## src/rtl/burst_pkg.sv

```systemverilog
// Shared types for the burst write splitter: FSM state encoding and command length type.
package burst_pkg;

    typedef enum logic [1:0] {
        StIdle = 2'd0,
        StAddr = 2'd1,
        StData = 2'd2
    } state_t;

    // Command length as carried on s_total (total beats minus one).
    typedef logic [15:0] total_len_t;

endpackage

```

## src/rtl/burst_write_splitter.sv

```systemverilog
// Splits a long write command into bursts of at most MAX_BURST_LENGTH beats.
// Define BURST_WRITE_SPLITTER_ALIGN_EN to keep bursts inside MAX_BURST_LENGTH-aligned windows.
import burst_pkg::*;

module burst_write_splitter #(
    parameter int unsigned DATA_WIDTH       = 32,
    parameter int unsigned ADDR_WIDTH       = 32,
    parameter int unsigned MAX_BURST_LENGTH = 4
) (
    input  logic                  clk,
    input  logic                  rst_n,
    input  logic [ADDR_WIDTH-1:0] s_addr,
    input  logic [15:0]           s_total,
    input  logic                  s_cmd_valid,
    output logic                  s_cmd_ready,
    input  logic [DATA_WIDTH-1:0] s_data,
    input  logic                  s_data_valid,
    output logic                  s_data_ready,
    output logic [ADDR_WIDTH-1:0] m_addr,
    output logic [7:0]            m_length,
    output logic                  m_addr_valid,
    input  logic                  m_addr_ready,
    output logic [DATA_WIDTH-1:0] m_data,
    output logic                  m_data_valid,
    input  logic                  m_data_ready,
    output logic                  busy
);

`ifdef BURST_WRITE_SPLITTER_ALIGN_EN
    localparam bit AlignEn = 1'b1;
`else
    localparam bit AlignEn = 1'b0;
`endif

    state_t                r_state;
    logic [ADDR_WIDTH-1:0] r_cur_addr;
    logic [16:0]           r_remaining;
    logic [8:0]            r_beat_cnt;
    logic [ADDR_WIDTH-1:0] r_m_addr;
    logic [7:0]            r_m_length;
    logic                  r_m_addr_valid;
    logic                  r_cmd_ready;
    logic                  r_busy;

    logic [16:0]           w_cmd_rem;
    logic [8:0]            w_cmd_beats;
    logic [8:0]            w_burst_beats;
    logic [ADDR_WIDTH-1:0] w_next_addr;
    logic [16:0]           w_next_rem;
    logic [8:0]            w_next_beats;
    logic                  w_in_data;
    logic                  w_data_hs;

    // Beats for the next burst; with alignment the cap shrinks to the distance to the window edge.
    function automatic logic [8:0] calc_beats(input logic [ADDR_WIDTH-1:0] addr,
                                              input logic [16:0]           rem);
        logic [ADDR_WIDTH-1:0] off;
        logic [16:0]           cap;
        off = addr & ADDR_WIDTH'(MAX_BURST_LENGTH - 1);
        cap = 17'(MAX_BURST_LENGTH) - (AlignEn ? 17'(off) : 17'd0);
        return (rem < cap) ? rem[8:0] : cap[8:0];
    endfunction

    always_comb begin
        w_cmd_rem     = {1'b0, s_total} + 17'd1;
        w_cmd_beats   = calc_beats(s_addr, w_cmd_rem);
        w_burst_beats = {1'b0, r_m_length} + 9'd1;
        w_next_addr   = r_cur_addr + ADDR_WIDTH'(w_burst_beats);
        w_next_rem    = r_remaining - 17'd1;
        w_next_beats  = calc_beats(w_next_addr, w_next_rem);
        w_in_data     = (r_state == StData);
        w_data_hs     = w_in_data && s_data_valid && m_data_ready;
    end

    always_ff @(posedge clk or negedge rst_n) begin
        if (!rst_n) begin
            r_state        <= StIdle;
            r_cur_addr     <= '0;
            r_remaining    <= '0;
            r_beat_cnt     <= '0;
            r_m_addr       <= '0;
            r_m_length     <= '0;
            r_m_addr_valid <= 1'b0;
            r_cmd_ready    <= 1'b1;
            r_busy         <= 1'b0;
        end else begin
            unique case (r_state)
                StIdle: begin
                    if (s_cmd_valid && r_cmd_ready) begin
                        r_cur_addr     <= s_addr;
                        r_remaining    <= w_cmd_rem;
                        r_m_addr       <= s_addr;
                        r_m_length     <= 8'(w_cmd_beats - 9'd1);
                        r_m_addr_valid <= 1'b1;
                        r_cmd_ready    <= 1'b0;
                        r_busy         <= 1'b1;
                        r_state        <= StAddr;
                    end
                end
                StAddr: begin
                    if (m_addr_ready) begin
                        r_beat_cnt     <= w_burst_beats;
                        r_m_addr_valid <= 1'b0;
                        r_state        <= StData;
                    end
                end
                StData: begin
                    if (w_data_hs) begin
                        r_beat_cnt  <= r_beat_cnt - 9'd1;
                        r_remaining <= w_next_rem;
                        if (r_beat_cnt == 9'd1) begin
                            r_cur_addr <= w_next_addr;
                            if (w_next_rem != 17'd0) begin
                                r_m_addr       <= w_next_addr;
                                r_m_length     <= 8'(w_next_beats - 9'd1);
                                r_m_addr_valid <= 1'b1;
                                r_state        <= StAddr;
                            end else begin
                                r_cmd_ready <= 1'b1;
                                r_busy      <= 1'b0;
                                r_state     <= StIdle;
                            end
                        end
                    end
                end
                default: begin
                    r_state        <= StIdle;
                    r_m_addr_valid <= 1'b0;
                    r_cmd_ready    <= 1'b1;
                    r_busy         <= 1'b0;
                end
            endcase
        end
    end

    // Data path is a straight pass-through while in DATA, so no bubbles and no added latency.
    assign s_data_ready = w_in_data && m_data_ready;
    assign m_data_valid = w_in_data && s_data_valid;
    assign m_data       = s_data;

    assign s_cmd_ready  = r_cmd_ready;
    assign m_addr       = r_m_addr;
    assign m_length     = r_m_length;
    assign m_addr_valid = r_m_addr_valid;
    assign busy         = r_busy;

endmodule

```

## config.mk

```make
export PLATFORM = sky130hd
export DESIGN_NAME = burst_write_splitter
export DESIGN_NICKNAME = d
export VERILOG_FILES = /design/src/rtl/burst_pkg.sv /design/src/rtl/burst_write_splitter.sv
export SDC_FILE = /design/constraint.sdc
export NUM_CORES = 1
export LEC_CHECK = 0
export CORE_UTILIZATION = 44
export DETAILED_ROUTE_END_ITERATION = 7
export PLACE_DENSITY = 0.82
export SYNTH_ARGS = -nofsm -noshare
export SYNTH_HDL_FRONTEND = slang
export SYNTH_SLANG_ARGS = --single-unit
```

## constraint.sdc

```tcl
create_clock -name clk -period 6.5 [get_ports clk]
set_clock_uncertainty 0.1 [all_clocks]
set_input_delay 1.3 -clock clk [delete_from_list [all_inputs] [get_ports clk]]
set_output_delay 1.3 -clock clk [all_outputs]
set_load 0.02 [all_outputs]
```

==> results of run 1 <==
## synth_stat cells, drive strengths merged (2+ instances only)
cell type  instances
nor2b              3
o211ai             5
o21bai             2
and2               5
buf               45
nor3              18
xnor2             39
a22o              11
a21oi             50
ha                16
o2bb2ai            3
a211oi             7
inv               22
and3               7
mux2i              5
nor4b              5
clkbuf            30
a21boi             2
xor2              15
nand2            105
or4b               3
a21o               4
nand4             14
o32ai              3
dfrtp            102
o21ai             77
o22ai              9
a2111oi            4
nor4              19
mux2              43
o31ai              4
nand2b             7
o22a               4
a31oi              6
nand3             21
nor3b              2
or2                3
o21a               6
or3                9
nor2              53
## critical path, stage by stage
cell and delay, ns:
clkdlybuf4s50_1 0.45, nand2_1 0.06, o21ai_0 0.28, nor2b_1 0.76, nand2_1 0.10, buf_4 0.29
nor2_4 0.67, buf_4 0.40, mux2_4 0.33
## layer usage
layer	part of all wire [%]	global-route usage (%)	vias to the layer above
met1	45	30.1	3019
li1	-	-	2918
met2	47	36.2	206
met3	5.8	4.34	30
met5	0	0	-
met4	2.0	7.68	0
## worst paths after layout
check / slack, ns / cells after the start / end
max in group asynchronous: 4.26 / 2 / r_cur_addr[30]
worst max register to register: 2.43 / 10 / m_addr[2]
min in group asynchronous: 0.78 / 1 / m_addr[1]
worst min register to register: 0.38 / 2 / r_cur_addr[4]
worst max-delay path: 1.98 / 9 / m_addr[2]
worst min-delay path: 0.38 / 2 / r_cur_addr[4]
## kinds of logic (layout without fill, tap and decap cells)
kind of cell    Yosys count  in the layout
mux                      48             48
compound gates          206            206
fa+ha+maj                17             17
flops                   103            103
buf+inv                  97            143
simple gates            277            277
xor+xnor                 54             54
## power by group
part	switching [mW]	internal (mW)	total [mW]	leakage (nW)
sequential	0	0.641	0.641	1.41
combinational	0.0433	0.0417	0.0850	1.87
clock	0.242	0.308	0.549	0.146
## flip-flops by register name, indices dropped and copies added (netlist names)
register and count:
m_addr_valid 1, r_beat_cnt 9, r_cur_addr 32, m_length 8
r_state 2, r_remaining 17, busy 1, m_addr 32
s_cmd_ready 1
## cell type report
class,instances,area [um2],share of cell area [%]
Clock inverter,4,45.0,0.544
Clock buffer,12,246,2.98
Sequential cell,103,2580,31.2
Tap cell,216,270,3.27
Timing Repair Buffer,105,1030,12.5
Inverter,22,82.6,0.998
Multi-Input combinational cell,602,4020,48.6
==> run summary, run 1 <==
CTS clk-pin slew, worst paths = 0.06 ns
number of flops mapped to enable cells by yosys = 0
Resized cells post-CTS = 0
crit start category = input pin
final setup violation count = 0
area delta synth->final = 16.5%
Post-CTS Setup Bufs = 0
Via density = 5.80
Final Hold Viols = 0
Max FO, Critical Path = 35
Synth area leader = dfrtp_1
mux contribution to synthesized area = 9.05%
RSZ-0062 raised after global routing = no
Reg-to-Reg Start = r_remaining[0]
#FFs+latches synth = 103
HPWL Detailed = 12.6 mm
Synth top area share = 35.9%
fillcell total = 1444
achievable frequency = 0.221 GHz
Ports = 163
DRC Markers = 0
Clock Tree Root = clkbuf_16
Area after DPL = 7980 um2
DRT antenna net count = 0
Final Cycle Share = 69.6%
CTS max path bufs = 2
DRT Wirelength = 18.0 mm
Critical path origin = s_cmd_valid
setup TNS = 0 ns
first-pass GRT wire length = 29.6 mm
Synth warnings = 0
largest family of logic cells by synthesized area = simple AND/OR/NAND/NOR gates
Final WS setup = 1.98 ns
Die H = 129 um
Die X = 129 um
initial DRC count = 559
# nets final = 946
final core utilization = 52.3%
synthesized-area fraction occupied by and/or/nand/nor cells = 19.8%
drt wl/cell = 16.9 um
FP Rows = 46
largest net degree at the start of global routing = 74
Syn Area/Cell = 8.86 um2
Worst-Skew Late Latency = 0.36 ns
sequential share of the synthesized area = 36.3%
vias in the first global route = 5887
Initial Utilization = 44.9%
GP Congestion = 0.870
H-tree levels = 3
initial antenna violation count = 0
Hold-fix buffers, CTS = 0
Synth Area in Adders = 3.10%
Worst Setup End Kind = flip-flop
Compound-Gate Fraction of Synth Area = 17.7%
die area = 16700 um2
total core area = 15800 um2
Critical Path RT = 6.64 ns
Mapped Cells = 802
Synth Area in XOR/XNOR = 6.76%
total power = 1.28 mW
most frequent cells in the layout = nand2_1 (105), dfrtp_1 (102), clkdlybuf4s50_1 (97)
post-synthesis net count = 905
Final Cell Area = 8280 um2
first drt pass iteration count = 5
Cell variety after synth = 70
top post-synthesis cells by area = dfrtp_1 (36%), mux2_4 (6.1%), nand2_1 (5.5%), o21ai_0 (5.3%), xnor2_1 (4.7%)
IO Port Bufs = 98
diode count = 0
Via Count = 6173
Slew Limit Fails = 0
Power Density = 154 nW/um2
layout cells sized above 1 = 10.3%
Pleak = 3.43 nW
commonest non-fill, non-tap cell in the layout = nand2_1
# clock sinks = 103
relative slew slack = 30.4%
Post-synth top flop = dfrtp_1
clock period minus worst slack = 4.52 ns
dpl cells = 1048
actual slew at the worst max-slew pin = 1.04 ns
Post-synth ARST share = 100%
total of max-cap violations = 0
Max VDD drop = 0.124 mV
Tot GR Track Use = 22.4%
Cell Area, Synth = 7100 um2
clock tree from TritonCTS = built
status = finished, final reports clean
total gr overflow = 0
Hold Startpoint = r_cur_addr[4]
CP Data Arrival Time = 4.66 ns
Num CTS Buffers = 9
min-delay worst type = flip-flop to flip-flop
hold slack = 0.384 ns
critical path class = input pin to flip-flop
fin cells = 1064
pre-CTS WS = 1.64 ns
No activity file was read; power rests on OpenSTA's default activity.
==> run 2, diff against run 1 <==
Settings changed: PLACE_DENSITY 0.82 to 0.84.
Clock period 6.5 ns to 3.7 ns, I/O delays scaled along.
==> run 2 against run 1 <==
  * Sequential share of layout area fell by 1.2 points
  * Critical endpoint is now m_length[2]
  * Critical path depth grew 2
  * Power grew 80%
  * Final cell count increased by 3.9%
  * Critical path type is now flip-flop to flip-flop
  * Wire length up 0.84%
==> run summary, run 2 (synthesis gave the netlist of run 1 again) <==
largest net degree at the start of global routing = 74 (unchanged)
critical path class = flip-flop to flip-flop (was input pin to flip-flop)
achievable frequency = 0.290 GHz
Final Hold Viols = 0 (unchanged)
Final Cycle Share = 93.2%
first-pass GRT wire length = 29.5 mm (was 29.6 mm)
IO Port Bufs = 98 (unchanged)
total core area = 15800 um2 (unchanged)
Switching Share = 22.6% (was 22.4%)
FP Rows = 46 (unchanged)
H-tree levels = 3 (unchanged)
clock tree from TritonCTS = built (unchanged)
die area = 16700 um2 (unchanged)
vias in the first global route = 6053 (was 5887)
setup TNS = 0 ns (unchanged)
initial DRC count = 600 (was 559)
HPWL Detailed = 13.0 mm (was 12.6 mm)
Initial Utilization = 44.9% (unchanged)
Sequential Power Share = 49.1% (was 50.2%)
critical path's slowest cell = dfrtp_1 (was nor2b_1)
CTS clk-pin slew, worst paths = 0.07 ns (was 0.06 ns)
internal power = 1.78 mW (was 0.990 mW)
Num CTS Buffers = 9 (unchanged)
Power Density = 266 nW/um2 (was 154 nW/um2)
clock power share = 43.7% (was 43.1%)
status = finished, final reports clean (unchanged)
Area after DPL = 8290 um2 (was 7980 um2)
# clock sinks = 103 (unchanged)
hold slack = 0.349 ns (was 0.384 ns)
final setup violation count = 0 (unchanged)
Storage cell area = 2580 um2 (unchanged)
Worst Path Buf+Inv = 1 (was 3)
layout cells sized above 1 = 14.7% (was 10.3%)
first drt pass iteration count = 5 (unchanged)
commonest non-fill, non-tap cell in the layout = nand2_1 (unchanged)
total of max-cap violations = 0 (unchanged)
GP Congestion = 0.911 (was 0.870)
diode count = 0 (unchanged)
CTS max path bufs = 2 (unchanged)
DRT Wirelength = 18.1 mm (was 18.0 mm)
Max VDD drop = 0.247 mV (was 0.124 mV)
Via density = 5.69 (was 5.80)
DRC Markers = 0 (unchanged)
Clock Tree Root = clkbuf_16 (unchanged)
Max FO, Critical Path = 10 (was 35)
crit-path most repeated cell = ha_1
reg2reg path depth = 11 (was 10)
combinational fraction of design power = 7.3% (was 6.7%)
drt wl/cell = 16.4 um (was 16.9 um)
Via Count = 6291 (was 6173)
Final WS setup = 0.250 ns (was 1.98 ns)
DRT antenna net count = 0 (unchanged)
pre-CTS WS = -0.116 ns (was 1.64 ns)
switching pwr = 0.518 mW (was 0.285 mW)
Die X = 129 um (unchanged)
fillcell total = 1343 (was 1444)
crit start category = flip-flop (was input pin)
area delta synth->final = 21.4% (was 16.5%)
Tot GR Track Use = 22.4% (about the same)
# nets final = 987 (was 946)
Critical Path RT = 3.85 ns (was 6.64 ns)
initial antenna violation count = 0 (unchanged)
Worst-Skew Late Latency = 0.36 ns (about the same)
total gr overflow = 0 (unchanged)
actual slew at the worst max-slew pin = 0.766 ns (was 1.04 ns)
Crit path depth = 11 (was 9)
relative slew slack = 48.9% (was 30.4%)
clock period minus worst slack = 3.45 ns
slowest stage delay, CP = 0.51 ns (was 0.76 ns)
Final Cell Area = 8620 um2 (was 8280 um2)
Worst Setup End Kind = flip-flop (unchanged)
Slew Limit Fails = 0 (unchanged)
Ports = 163 (unchanged)
area occupied by multi-input gates = 4040 um2 (was 4020 um2)
CP Data Arrival Time = 3.60 ns (was 4.66 ns)
most frequent cells in the layout = nand2_1 (105), dfrtp_1 (102), clkdlybuf4s50_1 (97) (unchanged)
Die H = 129 um (unchanged)
min-delay worst type = input pin to async pin (was flip-flop to flip-flop)
worst path cell trace = inv_1 > ha_1 > o21bai_1 > o211ai_1 > nand3_1 > nor4_1 > nor4b_4 > a21oi_1 > ha_1 > o21a_1 > o32a_1 (was clkdlybuf4s50_1 > nand2_1 > o21ai_0 > nor2b_1 > nand2_1 > buf_4 > nor2_4 > buf_4 > mux2_4)
Pleak = 3.64 nW (was 3.43 nW)
Worst path top cell family by delay = compound AO/OA/AOI/OAI gates (was simple AND/OR/NAND/NOR gates)
-- run 2: cell count changes in the layout (fill, tap and decap cells not counted) --
cell / previous run / this run
clkbuf_8: 1 / 2
nor4_2: 1 / 3
inv_6: 0 / 1
clkbuf_1: 2 / 1
nor4b_4: 0 / 1
nor4b_2: 3 / 2
buf_4: 8 / 49
clkinvlp_4: 0 / 1
nor4_1: 16 / 14
clkinv_2: 3 / 1
-- run 2: through the flow --
stage / cells / util, % / total power [mW]
2_1_floorplan: 802 / - / 1.25
3_3_place_gp: 1089 / 52.4 / 1.31
3_5_place_dp: 1089 / 52.4 / 1.31
4_1_cts: 1105 / 54.3 / 2.31
5_1_grt: 1105 / 54.5 / 2.38
6_report: 1105 / 54.5 / 2.29
-- run 2: worst reg2reg max path, cell delays in order, from the launching register on --
cell	delay, ns
dfrtp_1	0.51
inv_1	0.13
ha_1	0.32
o21bai_1	0.22
o211ai_1	0.23
nand3_1	0.16
nor4_1	0.48
nor4b_4	0.35
a21oi_1	0.15
ha_1	0.23
o21a_1	0.14
o32a_1	0.32
-- run 2: final timing paths --
| path | from | endpoint | slack [ns] |
|---|---|---|---|
| worst max-delay path | r_remaining[0] | m_length[2] | 0.25 |
| worst min-delay path | rst_n | m_addr[0] | 0.35 |
| worst max register to register | r_remaining[0] | m_length[2] | 0.25 |
| worst min register to register | r_cur_addr[13] | r_cur_addr[13] | 0.39 |
| max in group asynchronous | rst_n | s_cmd_ready | 2.38 |
| min in group clk | r_cur_addr[13] | r_cur_addr[13] | 0.39 |
-- run 2: cell type report --
type	instances	area share [%]
well taps	216	3.13
repair buffers	146	15.5
clock buffers	12	2.98
inverters	22	0.958
flip-flops and latches	103	29.9
multi-input cells	602	46.9
clock inverters	4	0.595
-- run 2: timing repair --
item                                   4_1_cts  5_1_grt
setup endpoints to repair                    0        1
buffers inserted                             0        0
resized for setup                            0        3
hold buffers                                 0        0
endpoints found under the hold margin        0        0
-- run 2: power groups by stage --
stage | Combinational (mW) | Sequential, mW | Clock [mW]
after floorplan | 0.0978 | 1.15 | 0
after global placement | 0.164 | 1.15 | 0
after detailed placement | 0.167 | 1.15 | 0
after CTS | 0.168 | 1.12 | 1.02
after global routing | 0.185 | 1.12 | 1.07
final | 0.167 | 1.13 | 1.00
-- run 2: routing by layer --
layer  routed length [um]  track usage (%)  vias to the layer above
li1                     -                -                     3006
met1                 8120             29.7                     3043
met2                 8520             36.7                      226
met3                 1300             5.41                       16
met4                  186             5.67                        0
met5                    0                0                        -
